===== src/rtl/usb_pkg.sv =====
// -----------------------------------------------------------------------------
// usb_pkg
// Shared encodings for the USB device-side transaction logic. The RX decoder,
// the TX controller and the transaction scheduler all use these types.
//   rx_pkt_e    : packet kinds reported by the receiver (rx_packet)
//   tx_pkt_e    : packet kinds commanded to the transmitter (tx_packet)
//   txn_state_e : transaction scheduler states
// -----------------------------------------------------------------------------
package usb_pkg;

    typedef enum logic [2:0] {
        RX_NONE  = 3'd0,
        RX_OUT   = 3'd1,
        RX_IN    = 3'd2,
        RX_DATA0 = 3'd3,
        RX_DATA1 = 3'd4,
        RX_ACK   = 3'd5,
        RX_NAK   = 3'd6,
        RX_ERR   = 3'd7
    } rx_pkt_e;

    typedef enum logic [2:0] {
        TX_NONE  = 3'd0,
        TX_DATA0 = 3'd1,
        TX_DATA1 = 3'd2,
        TX_ACK   = 3'd3,
        TX_NAK   = 3'd4
    } tx_pkt_e;

    typedef enum logic [2:0] {
        ST_IDLE          = 3'd0,
        ST_OUT_WAIT_DATA = 3'd1,
        ST_OUT_HS        = 3'd2,
        ST_IN_DATA       = 3'd3,
        ST_IN_NAK        = 3'd4,
        ST_TX_WAIT       = 3'd5,
        ST_IN_WAIT_ACK   = 3'd6
    } txn_state_e;

    // DATA PID to transmit for a given toggle value.
    function automatic tx_pkt_e data_pid(input logic toggle);
        return toggle ? TX_DATA1 : TX_DATA0;
    endfunction

    // True for the packets after which the host must answer with a handshake.
    function automatic logic is_data_tx(input tx_pkt_e pkt);
        return (pkt == TX_DATA0) || (pkt == TX_DATA1);
    endfunction

endpackage


===== src/rtl/txn_timer.sv =====
// -----------------------------------------------------------------------------
// txn_timer
// 8-bit response timeout counter. Held at zero while clear is high, counts
// while enable is high, and flags expired in the cycle its count equals
// rollover_val (the count then rolls back to zero).
// Ports:
//   clk, n_rst    : clock, asynchronous active-low reset
//   clear         : force the count to zero
//   enable        : advance the count by one per cycle
//   rollover_val  : terminal count
//   expired       : high while enabled and the count equals rollover_val
// -----------------------------------------------------------------------------
module txn_timer (
    input  logic       clk,
    input  logic       n_rst,
    input  logic       clear,
    input  logic       enable,
    input  logic [7:0] rollover_val,
    output logic       expired
);

    logic [7:0] r_count;
    logic       w_at_limit;

    assign w_at_limit = (r_count == rollover_val);
    assign expired    = enable && w_at_limit;

    always_ff @(posedge clk or negedge n_rst) begin
        if (!n_rst) begin
            r_count <= 8'd0;
        end else if (clear) begin
            r_count <= 8'd0;
        end else if (enable) begin
            r_count <= w_at_limit ? 8'd0 : r_count + 8'd1;
        end
    end

endmodule


===== src/rtl/usb_txn_scheduler.sv =====
// -----------------------------------------------------------------------------
// usb_txn_scheduler
// Sequences one USB transaction at a time: accepts OUT/IN tokens from the
// receiver, commands ACK/NAK/DATAx packets to the transmitter, tracks the data
// toggle and flags protocol errors.
// Optional feature: define TXN_TIMEOUT_EN to abandon a transaction when no
// response packet arrives within TIMEOUT_CYCLES clocks. Without it the wait
// states leave only on rx_done and TIMEOUT_CYCLES has no effect.
// Ports:
//   clk, n_rst        : clock, asynchronous active-low reset
//   rx_done/rx_packet : end-of-packet pulse and decoded received packet
//   tx_done           : transmitter finished the commanded packet
//   host_data_ready   : IN payload has been loaded by the host side
//   buffer_occupancy  : bytes held in the shared buffer
//   tx_start/tx_packet: transmit command pulse and packet kind (held to tx_done)
//   clear_buffer      : flush pulse for the shared buffer
//   d_mode            : transmitter owns the bus
//   txn_error         : sticky error, cleared by the next OUT or IN token
//   data_toggle       : current DATA PID (0 = DATA0)
// -----------------------------------------------------------------------------
module usb_txn_scheduler
    import usb_pkg::*;
#(
    parameter logic [7:0] TIMEOUT_CYCLES = 8'd200
) (
    input  logic       clk,
    input  logic       n_rst,
    input  logic       rx_done,
    input  logic [2:0] rx_packet,
    input  logic       tx_done,
    input  logic       host_data_ready,
    input  logic [6:0] buffer_occupancy,
    output logic       tx_start,
    output logic [2:0] tx_packet,
    output logic       clear_buffer,
    output logic       d_mode,
    output logic       txn_error,
    output logic       data_toggle
);

    txn_state_e r_state;
    tx_pkt_e    r_tx_packet;
    logic       r_tx_start;
    logic       r_clear_buffer;
    logic       r_d_mode;
    logic       r_txn_error;
    logic       r_data_toggle;

    rx_pkt_e    w_rx_pkt;
    logic       w_rx_is_data;
    logic       w_rx_pid;
    logic       w_in_ready;
    logic       w_timeout;

    assign w_rx_pkt     = rx_pkt_e'(rx_packet);
    assign w_rx_is_data = (w_rx_pkt == RX_DATA0) || (w_rx_pkt == RX_DATA1);
    assign w_rx_pid     = (w_rx_pkt == RX_DATA1);
    assign w_in_ready   = host_data_ready && (buffer_occupancy != 7'd0);

`ifdef TXN_TIMEOUT_EN
    logic w_waiting;

    // The counter is held at zero outside the response-wait states, so it
    // always starts from zero on entry to one of them.
    assign w_waiting = (r_state == ST_OUT_WAIT_DATA) || (r_state == ST_IN_WAIT_ACK);

    txn_timer u_timer (
        .clk          (clk),
        .n_rst        (n_rst),
        .clear        (!w_waiting),
        .enable       (w_waiting),
        .rollover_val (TIMEOUT_CYCLES - 8'd1),
        .expired      (w_timeout)
    );
`else
    assign w_timeout = 1'b0;
`endif

    // Response packets are selected on the edge that consumes rx_done, so
    // tx_start and tx_packet are visible during the following one-cycle
    // OUT_HS / IN_DATA / IN_NAK state.
    always_ff @(posedge clk or negedge n_rst) begin
        if (!n_rst) begin
            r_state        <= ST_IDLE;
            r_tx_packet    <= TX_NONE;
            r_tx_start     <= 1'b0;
            r_clear_buffer <= 1'b0;
            r_d_mode       <= 1'b0;
            r_txn_error    <= 1'b0;
            r_data_toggle  <= 1'b0;
        end else begin
            // NOTE: pulse outputs default low every cycle; only the branches
            // that fire them assign 1, and all state updates use <= so every
            // branch sees the pre-edge values.
            r_tx_start     <= 1'b0;
            r_clear_buffer <= 1'b0;

            case (r_state)
                ST_IDLE: begin
                    if (rx_done) begin
                        case (w_rx_pkt)
                            RX_OUT: begin
                                r_txn_error <= 1'b0;
                                r_state     <= ST_OUT_WAIT_DATA;
                            end
                            RX_IN: begin
                                r_txn_error <= 1'b0;
                                r_tx_start  <= 1'b1;
                                if (w_in_ready) begin
                                    r_tx_packet <= data_pid(r_data_toggle);
                                    r_state     <= ST_IN_DATA;
                                end else begin
                                    r_tx_packet <= TX_NAK;
                                    r_state     <= ST_IN_NAK;
                                end
                            end
                            default: ;  // stray packets are ignored in IDLE
                        endcase
                    end
                end

                ST_OUT_WAIT_DATA: begin
                    // rx_done outranks a timeout in the same cycle.
                    if (rx_done && w_rx_is_data) begin
                        r_tx_start  <= 1'b1;
                        r_tx_packet <= TX_ACK;
                        r_state     <= ST_OUT_HS;
                        if (w_rx_pid == r_data_toggle) begin
                            r_data_toggle <= ~r_data_toggle;
                        end else begin
                            // Retransmission of data already accepted: ACK it
                            // again but drop the duplicate payload.
                            r_clear_buffer <= 1'b1;
                        end
                    end else if (rx_done || w_timeout) begin
                        r_txn_error    <= 1'b1;
                        r_clear_buffer <= 1'b1;
                        r_state        <= ST_IDLE;
                    end
                end

                ST_OUT_HS, ST_IN_DATA, ST_IN_NAK: begin
                    r_d_mode <= 1'b1;
                    r_state  <= ST_TX_WAIT;
                end

                ST_TX_WAIT: begin
                    // Receiver activity is ignored while we own the bus.
                    if (tx_done) begin
                        r_d_mode    <= 1'b0;
                        r_tx_packet <= TX_NONE;
                        r_state     <= is_data_tx(r_tx_packet) ? ST_IN_WAIT_ACK : ST_IDLE;
                    end
                end

                ST_IN_WAIT_ACK: begin
                    if (rx_done && (w_rx_pkt == RX_ACK)) begin
                        r_data_toggle  <= ~r_data_toggle;
                        r_clear_buffer <= 1'b1;
                        r_state        <= ST_IDLE;
                    end else if (rx_done || w_timeout) begin
                        // Payload stays in the buffer for the host's retry.
                        r_txn_error <= 1'b1;
                        r_state     <= ST_IDLE;
                    end
                end

                default: r_state <= ST_IDLE;
            endcase
        end
    end

    assign tx_start     = r_tx_start;
    assign tx_packet    = r_tx_packet;
    assign clear_buffer = r_clear_buffer;
    assign d_mode       = r_d_mode;
    assign txn_error    = r_txn_error;
    assign data_toggle  = r_data_toggle;

endmodule


===== config.mk =====
export PLATFORM = sky130hd
export DESIGN_NAME = usb_txn_scheduler
export DESIGN_NICKNAME = d
export VERILOG_FILES = /design/src/rtl/usb_pkg.sv /design/src/rtl/txn_timer.sv /design/src/rtl/usb_txn_scheduler.sv
export SDC_FILE = /design/constraint.sdc
export NUM_CORES = 1
export LEC_CHECK = 0
export CORE_ASPECT_RATIO = 0.8
export CORE_UTILIZATION = 40
export CTS_CLUSTER_DIAMETER = 200
export DETAILED_ROUTE_END_ITERATION = 7
export PLACE_DENSITY = 0.71
export SLEW_MARGIN = 20
export SYNTH_ARGS = -nofsm -noshare
export SYNTH_HDL_FRONTEND = slang
export SYNTH_SLANG_ARGS = --single-unit

===== constraint.sdc =====
create_clock -name clk -period 1.7 [get_ports clk]
set_clock_uncertainty 0.1 [all_clocks]
set_input_delay 0.17 -clock clk [delete_from_list [all_inputs] [get_ports clk]]
set_output_delay 0.17 -clock clk [all_outputs]
set_load 0.02 [all_outputs]

==> results of run 1 <==
==> flip-flops by register name, indices dropped and copies added, names as in the netlist <==
name and cells:
r_state 3, tx_packet 3, clear_buffer 1, d_mode 1, data_toggle 1, tx_start 1
txn_error 1
==> cells by family after synthesis <==
group	count (synthesis)	synth area share
and+or+nand+nor	34	0.268
AOI/OAI and AO/OA	30	0.252
buffers and inverters	15	0.0945
DFF	11	0.335
xor gates and xnor gates	3	0.0320
muxes	1	0.0183
==> synthesized netlist by cell type, types with 3 or more instances <==
cell,number,area share
a311oi_1,3,0.032
nand4b_1,3,0.032
a21boi_0,3,0.027
xnor2_1,3,0.032
a31oi_1,4,0.030
nand2_1,6,0.027
nor2_1,3,0.014
nand2b_1,4,0.030
nor4bb_1,3,0.037
dfrtp_1,11,0.34
a21oi_1,4,0.024
o21ai_0,7,0.043
nor3_1,5,0.030
inv_1,7,0.032
clkbuf_1,3,0.014
==> critical path, stage by stage <==
cell and delay (ps):
clkdlybuf4s50_1 480, or3b_4 390, o41a_1 360, a311oi_1 270, a21oi_1 70
==> layout make-up <==
type / count / share of cell area
multi-input combinational: 68 / 0.419
inverter: 7 / 0.0219
sequential: 11 / 0.229
timing repair buffer: 38 / 0.283
clock buffer: 4 / 0.0219
tap: 24 / 0.0250
==> metal layers <==
| layer | vias up | wire length [um] | global-route usage |
|---|---|---|---|
| met5 | - | 0 | 0 |
| met4 | 0 | 7 | 0.0316 |
| met3 | 2 | 105 | 0.0652 |
| met2 | 25 | 1100 | 0.395 |
| met1 | 402 | 969 | 0.282 |
| li1 | 419 | - | - |
==> worst max-delay path by stage <==
stage                        end  slack (ps)  depth (start not counted)
floorplan           tx_packet[2]         -30                          5
global placement    tx_packet[1]        -210                          5
detailed placement  tx_packet[0]        -250                          5
CTS                 tx_packet[2]         0.5                          4
global route        tx_packet[2]         -10                          4
finish              tx_packet[1]           9                          5
==> power by group through the flow <==
stage	registers [mW]	logic [mW]	clock network (mW)
after floorplan	0.506	0.401	0
after global placement	0.431	0.787	0
after detailed placement	0.435	0.813	0
after CTS	0.433	0.816	0.187
after global routing	0.445	0.918	0.202
final	0.437	0.849	0.182
==> through the flow <==
stage               worst slack, ps  power [mW]  cells
CTS                           0.475        1.44    152
detailed placement             -247        1.25    148
global route                  -9.81        1.57    152
finish                         9.22        1.47    152
floorplan                     -31.6       0.908     94
global placement               -213        1.22    148
==> repair_timing <==
item / in CTS / in global routing
endpoints found under the setup margin: 1 / 8
resized for setup: 0 / 8
cloned: 0 / 0
hold endpoints to repair: 0 / 0
pin swaps: 3 / 3
hold buffers: 0 / 0
==> out/results.ini, run 1 <==
[sta]
post-route-min-period_ps=1690
hold_violations=0
drv_slew=0
fmax_mhz=591
whs_ps=141
setup_tns_ps=0
setup_viol=0
max_slew_margin=0.498
rsz0062_at_grt=true
period_share=0.995
worstMarginPinSlew_ps=746

[synth]
syn-cell-area_sq_um=821
syn_area_per_cell_sq_um=8.73
yosysWarningCount=0
synth_cell_type_count=34
synthesis.nets=109
async_reset_ff_frac=1.00
synth-main-ff-cell=dfrtp_1
ys_seq_area_frac=0.335
synth_cells=94
synth-seq-cells=11
synth_edf_count=0

[cells_and_area]
final_cell_mix=22 x clkdlybuf4s50_1, 16 x buf_4, 11 x dfrtp_1, 7 x inv_1
drive_above_1_share=0.242
multi_input_area_sq_um=504
final_net_count=144
fillers=172
mostFrequentLayoutCell=clkdlybuf4s50_1
finish.utilization=0.630
ff_latch_area_sq_um=275
final_area_sq_um=1200
antennaDiodeCount=0
syn2layout_area_growth_pct=46.5

[worst_setup_path]
regToRegStartpoint=r_state[2]
critical_path_arrival_ps=1740
reg2reg_setup_slack_ps=40
reg2reg_to=tx_packet[2]
crit_start=rx_packet[1]
cp-end-kind=flip-flop
critPathMaxFanout=3
startpoint_type=primary input
reg2reg_depth=4
crit_type=in -> reg
worstPathRequired_ps=1750

[power_and_ir_drop]
power-per-cell-area_nw_per_um2=1220
p_comb_frac=0.578
power.static_leakage_nw=0.492
clockPowerShare=0.124
p_int_mw=0.865
power.switching_mw=0.602
ir_drop_uv=881
pwr-share-seq=0.298
swShare=0.411

[floorplanning]
dieArea_sq_um=2240
pin_count=23
dieHeight_um=42.5
core_sq_um=1910
rows=14
initial_core_util=0.430
dieWidth_um=52.6

[place]
place.port_buffers=22
dpl-instance-area_sq_um=1140
hpwl_mm=1.72
routabilityCongestion=0.775

[routing]
wl_mm=2.19
routed_via_density=5.58
drtPass1Iterations=4
drt_iter0_drc=23
num_vias=848
ant_nets=0
routedWlPerCell_um=14.4
remaining_drc_errors=0

[clock_network]
clock-sinks=11
post_cts_buffers=0
clockBufferDepth=2
clk_pin_slew_ps=70
cts_buffers=3
htree_levels=1
cts_root_buf=clkbuf_4
cts_tree=built
clock_latency_ps=270

[run]
drv_cap=0

[run_status]
outcome=finished, final reports clean

[worst_hold_path]
hp-class=in -> async

[global_route]
grt_pass1_vias=859
antenna_found_initial=0
track_usage=0.228
overflow=0
grt_first_pass_wirelength_mm=3.70
grt_max_degree=18

(Power assumes the default switching activity.)
==> run 2: changes to the inputs <==
--- a/config.mk
+++ b/config.mk
@@ -9,6 +9,7 @@
 export CORE_UTILIZATION = 40
 export CTS_CLUSTER_DIAMETER = 200
 export DETAILED_ROUTE_END_ITERATION = 7
+export MAX_ROUTING_LAYER = met4
 export PLACE_DENSITY = 0.71
 export SLEW_MARGIN = 20
 export SYNTH_ARGS = -nofsm -noshare
==> out/results.ini, run 2 (synthesis results as in run 1) <==
[run_status]
outcome=finished, final reports clean

[place]
post-place-ws_ps=-247
place.port_buffers=22
hpwl_mm=1.72
dpl-instance-area_sq_um=1140
routabilityCongestion=0.786
place_inst=148

[sta]
worstMarginPinSlew_ps=753
max_slew_margin=0.494
fin_ws_ps=16.7
fmax_mhz=594
setup_viol=0
setup_tns_ps=0
whs_ps=140
post-route-min-period_ps=1680
hold_violations=0
rsz0062_at_grt=true
period_share=0.990
drv_slew=0

[worst_setup_path]
critPathMaxFanout=3
cp-end-kind=flip-flop
startpoint_type=primary input
cpLargestDelayFamily=compound AO/OA/AOI/OAI gates
cp_slowest_stage_delay_ps=480
crit_slowest_cell=clkdlybuf4s50_1
reg2reg_depth=4
critical_path_arrival_ps=1730
worstPathRequired_ps=1750
cp_num_cells=5
crit_type=in -> reg
path_cells=clkdlybuf4s50_1 > or3b_4 > o41a_1 > a311oi_1 > a21oi_1
path_buf_inv=1

[global_route]
overflow=0
grt_first_pass_wirelength_mm=3.70
antenna_found_initial=0
grt_max_degree=18
grt_pass1_vias=858
track_usage=0.234

[cells_and_area]
finalNonFillerCells=152
final_area_sq_um=1200
antennaDiodeCount=0
ff_latch_area_sq_um=275
finish.utilization=0.630
fillers=172
multi_input_area_sq_um=504
final_cell_mix=22 x clkdlybuf4s50_1, 16 x buf_4, 11 x dfrtp_1, 7 x inv_1
final_net_count=144
mostFrequentLayoutCell=clkdlybuf4s50_1
syn2layout_area_growth_pct=46.5
drive_above_1_share=0.242

[routing]
num_vias=847
wl_mm=2.18
remaining_drc_errors=0
routed_via_density=5.57
drtPass1Iterations=5
routedWlPerCell_um=14.3
ant_nets=0
drt_iter0_drc=16

[floorplanning]
rows=14
initial_core_util=0.430
dieWidth_um=52.6
core_sq_um=1910
dieHeight_um=42.5
pin_count=23
dieArea_sq_um=2240

[worst_hold_path]
hp-class=in -> async

[power_and_ir_drop]
power.static_leakage_nw=0.492
p_total_mw=1.47
power-per-cell-area_nw_per_um2=1220
ir_drop_uv=880

[clock_network]
cts_root_buf=clkbuf_4
cts_tree=built
clock-sinks=11
clk_pin_slew_ps=70
cts_buffers=3
clock_latency_ps=270
clockBufferDepth=2
htree_levels=1
post_cts_buffers=0

[run]
drv_cap=0

==> run 2: final cells by class <==
type / count / share of cell area
inverters: 7 / 0.0219
well taps: 24 / 0.0250
clock buffers: 4 / 0.0219
multi-input cells: 68 / 0.419
repair buffers: 38 / 0.283
flip-flops and latches: 11 / 0.229
==> run 2: metal layers <==
| metal | share of wire | global-route usage | wire, um | vias up |
|---|---|---|---|---|
| met2 | 0.51 | 0.395 | 1100 | 27 |
| met1 | 0.44 | 0.282 | 966 | 401 |
| li1 | - | - | - | 417 |
| met5 | 0 | - | 0 | - |
| met3 | 0.048 | 0.0652 | 104 | 2 |
| met4 | 0.0023 | 0.0316 | 5 | 0 |
==> run 2: final timing paths <==
check / from / slack, ps / to
setup / recovery: rx_packet[1] / 20 / tx_packet[1]
hold / removal: n_rst / 140 / d_mode
setup reg to reg: r_state[2] / 40 / tx_packet[2]
hold reg to reg: tx_packet[0] / 460 / tx_packet[0]
max in group asynchronous: n_rst / 1020 / tx_start
min in group clk: tx_packet[0] / 460 / tx_packet[0]
==> run 2: report_power, final <==
group / total (mW) / switching, mW / internal (mW)
combinational: 0.848 / 0.427 / 0.421
sequential: 0.436 / 0.0837 / 0.353
clock: 0.181 / 0.0900 / 0.0908
==> run 2: what timing repair did <==
action	CTS	global route
cloned	0	0
endpoints found under the setup margin	1	8
pin swaps	3	3
gates resized for setup	0	8
hold buffers	0	0
